`src/rtl/gray_cnt.sv`:
```
// Registered binary/Gray counter with a flop-driven Gray pointer for clock-domain crossing.
// Define GRAY_CNT_ERR_CHK_EN to build the sticky multi-bit Gray-step checker behind err_o.
module gray_cnt #(
    parameter int unsigned DATA_WIDTH = 4,
    parameter int unsigned RST_VAL    = 0
) (
    input  logic                  clk_i,
    input  logic                  rst_i,
    input  logic                  clr_i,
    input  logic                  en_i,
    input  logic                  dir_i,
    input  logic                  ld_i,
    input  logic [DATA_WIDTH-1:0] ld_val_i,
    output logic [DATA_WIDTH-1:0] bin_o,
    output logic [DATA_WIDTH-1:0] gray_o,
    output logic                  max_o,
    output logic                  min_o,
    output logic                  wrap_o,
    output logic                  err_o
);

    localparam logic [DATA_WIDTH-1:0] RST_BIN  = DATA_WIDTH'(RST_VAL);
    localparam logic [DATA_WIDTH-1:0] RST_GRAY = RST_BIN ^ (RST_BIN >> 1);
    localparam logic [DATA_WIDTH-1:0] ONE      = DATA_WIDTH'(1);

    logic [DATA_WIDTH-1:0] bin_q, gray_q;
    logic [DATA_WIDTH-1:0] bin_nxt, gray_nxt;
    logic                  wrap_q, wrap_nxt;

    // NOTE: every always_comb output gets a default first so no path can infer a latch.
    always_comb begin
        bin_nxt  = bin_q;
        wrap_nxt = 1'b0;
        if (clr_i) begin
            bin_nxt = RST_BIN;
        end else if (ld_i) begin
            bin_nxt = ld_val_i;
        end else if (en_i) begin
            if (dir_i) begin
                bin_nxt  = bin_q + ONE;
                wrap_nxt = &bin_q;
            end else begin
                bin_nxt  = bin_q - ONE;
                wrap_nxt = ~|bin_q;
            end
        end
        // Gray is derived from the next binary value so both flops land on the same edge.
        gray_nxt = bin_nxt ^ (bin_nxt >> 1);
    end

    // NOTE: state registers use non-blocking assignments so all flops sample pre-edge values.
    always_ff @(posedge clk_i) begin
        if (rst_i) begin
            bin_q  <= RST_BIN;
            gray_q <= RST_GRAY;
            wrap_q <= 1'b0;
        end else begin
            bin_q  <= bin_nxt;
            gray_q <= gray_nxt;
            wrap_q <= wrap_nxt;
        end
    end

    assign bin_o  = bin_q;
    assign gray_o = gray_q;
    assign wrap_o = wrap_q;
    assign max_o  = &bin_q;
    assign min_o  = ~|bin_q;

`ifdef GRAY_CNT_ERR_CHK_EN
    logic [DATA_WIDTH-1:0] gray_prev_q;
    logic [DATA_WIDTH-1:0] gray_diff;
    logic                  multi_bit;
    logic                  chk_mask_q;
    logic                  err_q;

    // x & (x-1) is non-zero exactly when more than one bit of x is set.
    assign gray_diff = gray_q ^ gray_prev_q;
    assign multi_bit = |(gray_diff & (gray_diff - ONE));

    always_ff @(posedge clk_i) begin
        if (rst_i) begin
            gray_prev_q <= RST_GRAY;
            chk_mask_q  <= 1'b1;
            err_q       <= 1'b0;
        end else begin
            gray_prev_q <= gray_q;
            chk_mask_q  <= clr_i | ld_i;
            if (clr_i) begin
                err_q <= 1'b0;
            end else if (!chk_mask_q && multi_bit) begin
                err_q <= 1'b1;
            end
        end
    end

    assign err_o = err_q;
`else
    assign err_o = 1'b0;
`endif

endmodule

```
`config.mk`:
```
export PLATFORM = sky130hd
export DESIGN_NAME = gray_cnt
export DESIGN_NICKNAME = d
export VERILOG_FILES = /design/src/rtl/gray_cnt.sv
export SDC_FILE = /design/constraint.sdc
export NUM_CORES = 1
export LEC_CHECK = 0
export CORE_AREA = 2 2 39 41
export CTS_CLUSTER_DIAMETER = 150
export CTS_CLUSTER_SIZE = 20
export DETAILED_ROUTE_END_ITERATION = 8
export DIE_AREA = 0 0 41 43
export GPL_TIMING_DRIVEN = 0
export PLACE_DENSITY = 0.75
export SYNTH_ARGS = -nofsm -noshare
export SYNTH_HDL_FRONTEND = slang
export SYNTH_SLANG_ARGS = --single-unit
```
`constraint.sdc`:
```
create_clock -name clk_i -period 5.2 [get_ports clk_i]
set_clock_uncertainty 0.1 [all_clocks]
set_input_delay 1.3 -clock clk_i [delete_from_list [all_inputs] [get_ports clk_i]]
set_output_delay 1.3 -clock clk_i [all_outputs]
set_load 0.1 [all_outputs]
```
==> flow_summary.ini, run 1 <==
[synthesis]
synth_cells = 60
synth_edf_count = 0
synth_top_family_by_area = simple AND/OR/NAND/NOR gates
synth_mux_area_frac = 0.0466
synthFlopType = dfxtp_1
synth_xor_area_frac = 0.0490
ys_ff_latch = 8
synth.distinct_cells = 31
synthArstFlopShare = 0
synth_warnings = 0
syn_area_um2 = 537
synthSimpleGateAreaFrac = 0.275
synth-seq-area-share = 0.298
avgSynthCellArea_um2 = 8.95
synthAdderAreaFrac = 0.0839
synth_compound_area_frac = 0.161
syn_nets = 73

[placed_design]
gp_congestion = 0.690
dpl.hpwl_um = 910
portBuffers = 19

[finish]
drive_above_1_share = 0.110
diodes = 0
ff_latch_area_um2 = 160
layout_common_cells = 19 x clkdlybuf4s50_1, 8 x dfxtp_1, 5 x nor2b_1
area_delta_synth_final_pct = 43.4
multi_input_area_um2 = 334
finish.utilization = 0.556
fin_nets = 97
final_common_cell = clkdlybuf4s50_1
fillers = 143

[clock_network]
cts_tree = done
clk_pin_slew_worst_paths_ns = 0.05
htree_levels = 1
cts_buffers = 3
clk_latency_ns = 0.25
ctsResizeCount = 0
cts-root-buf = clkbuf_4
cts_setup_buffers = 0
cts_hold_buf = 0
cts_sinks = 8
clock_path_buffers = 2

[detailed_routing]
via_per_inst = 5.29
drt-initial-drc-count = 8
drc = 0
first_pass_iters = 4
wl_per_cell_um = 12.1
drt-total-wl_mm = 1.18
num_vias = 518
ant_nets = 0

[timing]
worstMarginPinSlew_ns = 0.968
slew_headroom = 0.353
fmax_mhz = 273
fin_crit_sh = 0.703
finalMaxSlewViolations = 0
setup_viol = 0
grt_setup_unrepaired = false
finalCriticalPeriod_ns = 3.66
hold_viol_final = 0
setup_tns_ns = 0

[die]
std_cell_rows = 14
die_x_um = 41
core_um2 = 1380
ios = 22
floorplan.initialDensity = 0.388
die_h_um = 43
dieArea_um2 = 1760

[status]
status = finished, final reports clean

[global_routing]
grt_use_total = 0.167
grt_pass1_vias = 459
grt_overflow = 0
antenna_found_initial = 0
grt_start_max_net_pins = 11
grt_pass1_wl_mm = 2.01

[critical_path]
cp-end-kind = output port
rr_endpoint = gray_o[1]
cp-start-kind = register
rrSetupSlack_ns = 3.00
reg2reg_from = bin_o[0]
worstSetupEndpoint = max_o
worstPathMaxFanout = 6
arrival_ns = 2.26
critPathKind = register to output port
cp.required_ns = 3.80
critPathLaunch = bin_o[0]
worst_r2r_path_depth = 6

[pwr]
cellPowerDensity_nw_per_um2 = 262
p_leak_nw = 0.295
ir_drop_mv = 0.210

[flow_run]
cap_violations = 0

[min_path]
holdCritPathClass = register to register
registers in the layout, indices dropped and copies added (netlist names):
| register | count |
|---|---|
| bin_o | 4 |
| gray_o | 3 |
| wrap_o | 1 |
critical path, stage by stage, from the launching register on:
cell and delay, ns:
dfxtp_1 0.45, inv_1 0.11, nor3_1 0.26, clkdlybuf4s50_1 1.18
per-layer routing:
metal / up-vias / global-route usage / wire [µm]
met5: - / 0 / 0
met4: 0 / 0.0200 / 0
li1: 262 / - / -
met1: 244 / 0.253 / 568
met3: 0 / 0.0785 / 58
met2: 12 / 0.219 / 557
metrics by stage:
| stage | setup WS, ns | area, µm² | total power, mW | hold slack [ns] | cells |
|---|---|---|---|---|---|
| 6_report | 1.54 | 769 | 0.201 | 0.619 | 98 |
| 5_1_grt | 1.43 | 769 | 0.212 | 0.737 | 98 |
| 4_1_cts | 1.53 | 769 | 0.204 | 0.628 | 98 |
| 3_5_place_dp | 1.62 | 747 | 0.156 | 0.622 | 95 |
| 3_3_place_gp | 1.64 | 747 | 0.155 | 0.611 | 95 |
| 2_1_floorplan | 0.00493 | 537 | 0.134 | 1.04 | 60 |
kinds of logic after synthesis:
kind of cell,count (synthesis)
and+or+nand+nor,24
AOI/OAI and AO/OA,11
DFF,8
buffers and inverters,8
adders and majority gates,3
xor gates and xnor gates,3
muxes,2
other,1
worst min-delay path by stage:
stage,startpoint,end,slack (ns),cells past startpoint
3_5_place_dp,bin_o[2],wrap_o,0.62,4
6_report,bin_o[2],wrap_o,0.62,4
3_3_place_gp,bin_o[2],wrap_o,0.61,4
2_1_floorplan,bin_o[1],bin_o[1],1.04,3
5_1_grt,bin_o[0],bin_o[0],0.74,3
4_1_cts,bin_o[2],wrap_o,0.63,4
synthesized netlist by cell type (all sizes together) (2+ instances only):
| master | n | area (µm²) |
|---|---|---|
| nor4bb | 2 | 20.0 |
| a21oi | 2 | 10.0 |
| nor2 | 4 | 15.0 |
| xnor2 | 3 | 26.3 |
| nor4 | 2 | 12.5 |
| nor2b | 5 | 31.3 |
| dfxtp | 8 | 160 |
| inv | 4 | 15.0 |
| a211oi | 2 | 15.0 |
| nor3 | 3 | 15.0 |
| buf | 4 | 27.5 |
| ha | 2 | 25.0 |
| nand2b | 2 | 12.5 |
power by group:
| group | internal (mW) | switching [mW] |
|---|---|---|
| combinational | 0.0275 | 0.0586 |
| sequential | 0.0652 | 0.00350 |
| clock | 0.0263 | 0.0202 |
layout make-up:
| type | count | share of cell area |
|---|---|---|
| buffer | 4 | 0.0358 |
| clock buffer | 3 | 0.0293 |
| inverter | 4 | 0.0195 |
| multi-input combinational | 44 | 0.434 |
| sequential | 8 | 0.208 |
| tap | 16 | 0.0260 |
| timing repair buffer | 19 | 0.247 |
No activity file was read; power rests on OpenSTA's default activity.
==> run 2: changes to the inputs <==
==> config.mk (replaced) <==
export PLATFORM = sky130hd
export DESIGN_NAME = gray_cnt
export DESIGN_NICKNAME = d
export VERILOG_FILES = /design/src/rtl/gray_cnt.sv
export SDC_FILE = /design/constraint.sdc
export NUM_CORES = 1
export LEC_CHECK = 0
export CORE_MARGIN = 2
export CORE_UTILIZATION = 40
export CTS_CLUSTER_DIAMETER = 150
export CTS_CLUSTER_SIZE = 20
export DETAILED_ROUTE_END_ITERATION = 8
export GPL_TIMING_DRIVEN = 0
export PLACE_DENSITY = 0.74
export SYNTH_ARGS = -nofsm -noshare
export SYNTH_HDL_FRONTEND = slang
export SYNTH_SLANG_ARGS = --single-unit
==> constraint.sdc (replaced) <==
create_clock -name clk_i -period 3.5 [get_ports clk_i]
set_clock_uncertainty 0.1 [all_clocks]
set_input_delay 0.875 -clock clk_i [delete_from_list [all_inputs] [get_ports clk_i]]
set_output_delay 0.875 -clock clk_i [all_outputs]
set_load 0.1 [all_outputs]
==> flow_summary.ini, run 2 (synthesis gave the netlist of run 1 again) <==
[finish]
fin_nets = 97
area_delta_synth_final_pct = 48.0
layout_common_cells = 19 x clkdlybuf4s50_1, 8 x dfxtp_1, 5 x nor2b_1
diodes = 0
final_common_cell = clkdlybuf4s50_1
drive_above_1_share = 0.134
largest_reg_flops = 4

[die]
core_um2 = 1270
die_x_um = 40.6
floorplan.initialDensity = 0.423
die_h_um = 40.6
std_cell_rows = 13
ios = 22
dieArea_um2 = 1650

[global_routing]
grt_pass1_vias = 417
antenna_found_initial = 0
grt_pass1_wl_mm = 1.77
grt_start_max_net_pins = 11
grt_use_total = 0.167
grt_overflow = 0

[timing]
finalMaxSlewViolations = 0
setup_viol = 0
slew_headroom = 0.348
fin_crit_sh = 0.920
worstMarginPinSlew_ns = 0.975
hold_viol_final = 0
fmax_mhz = 311
setup_ws_ns = 0.281
finalCriticalPeriod_ns = 3.22
setup_tns_ns = 0
grt_setup_unrepaired = false

[detailed_routing]
via_per_inst = 5.24
wl_per_cell_um = 12.0
first_pass_iters = 4
num_vias = 508
drc = 0
drt-total-wl_mm = 1.16
ant_nets = 0
drt-initial-drc-count = 8

[critical_path]
cp.required_ns = 2.52
cp-start-kind = register
critPathKind = register to output port
arrival_ns = 2.24
worst_r2r_path_depth = 6
worstPathMaxFanout = 6
cp-end-kind = output port

[status]
status = finished, final reports clean

[pwr]
pwr-share-clk = 0.229
pwr-share-comb = 0.432
cellPowerDensity_nw_per_um2 = 381
p_sw_mw = 0.124
power_frac_seq = 0.339
p_leak_nw = 0.313
ir_drop_mv = 0.174
p_sw_frac = 0.410
internal_power_mw = 0.179

[clock_network]
clk_latency_ns = 0.26
clk_pin_slew_worst_paths_ns = 0.05
ctsResizeCount = 0
cts_setup_buffers = 0
cts_tree = done
cts_buffers = 3
cts_sinks = 8
htree_levels = 1
cts_hold_buf = 0
clock_path_buffers = 2
cts-root-buf = clkbuf_4

[placed_design]
preCtsSetupSlack_ns = 0.349
gp_congestion = 0.748
portBuffers = 19
dpl.hpwl_um = 918

[min_path]
holdCritPathClass = register to register
holdPathStages = 3

[flow_run]
cap_violations = 0
==> run 2: cell counts in the layout (fill, tap and decap cells not counted) <==
No cell type changed its count.
==> run 2: worst max-delay path, cell delays in order (launching register included) <==
cell	delay, ns
dfxtp_1	0.48
inv_1	0.15
nor3_4	0.21
clkdlybuf4s50_1	1.15
==> run 2: path summary, 6_finish.rpt <==
| kind | to | slack (ns) | from |
|---|---|---|---|
| max | max_o | 0.28 | bin_o[0] |
| min | bin_o[0] | 0.71 | bin_o[0] |
| max reg2reg | gray_o[1] | 1.16 | bin_o[0] |
| min reg2reg | bin_o[0] | 0.71 | bin_o[0] |
==> run 2: stage by stage <==
step	power (mW)	util	instance area [µm²]	cells	hold slack (ns)
6_report	0.303	0.626	795	97	0.711
5_1_grt	0.319	0.626	795	97	0.737
4_1_cts	0.306	0.626	795	97	0.716
3_5_place_dp	0.235	0.608	772	94	0.706
3_3_place_gp	0.234	0.608	772	94	0.678
2_1_floorplan	0.203	-	563	60	0.844
==> run 2: power by group through the flow <==
stage / clock, mW / combinational, mW / sequential, mW
CTS: 0.0722 / 0.131 / 0.103
floorplan: 0 / 0.0587 / 0.144
global placement: 0 / 0.130 / 0.105
finish: 0.0694 / 0.131 / 0.103
detailed placement: 0 / 0.131 / 0.105
global route: 0.0772 / 0.138 / 0.104
==> run 2: area by class of cell <==
cell class,count,area [µm²]
plain buffers,4,27.5
clock buffers,3,22.5
fillers,122,474
inverters,4,15.0
multi-input cells,44,360
flip-flops and latches,8,160
well taps,15,18.8
repair buffers,19,190
==> run 2: routing by layer <==
metal / track usage / up-vias / routed length [µm]
li1: - / 260 / -
met1: 0.202 / 234 / 506
met2: 0.258 / 12 / 587
met3: 0.0815 / 2 / 63
met4: 0.0500 / 0 / 6
met5: 0 / - / 0
==> run 3: changes to the inputs <==
--- a/config.mk
+++ b/config.mk
@@ -12,6 +12,7 @@
 export DETAILED_ROUTE_END_ITERATION = 8
 export GPL_TIMING_DRIVEN = 0
 export PLACE_DENSITY = 0.74
+export SLEW_MARGIN = 20
 export SYNTH_ARGS = -nofsm -noshare
 export SYNTH_HDL_FRONTEND = slang
 export SYNTH_SLANG_ARGS = --single-unit
==> results of run 3 <==
Same layout as run 2: the final DEF is identical, and so are final timing and power.
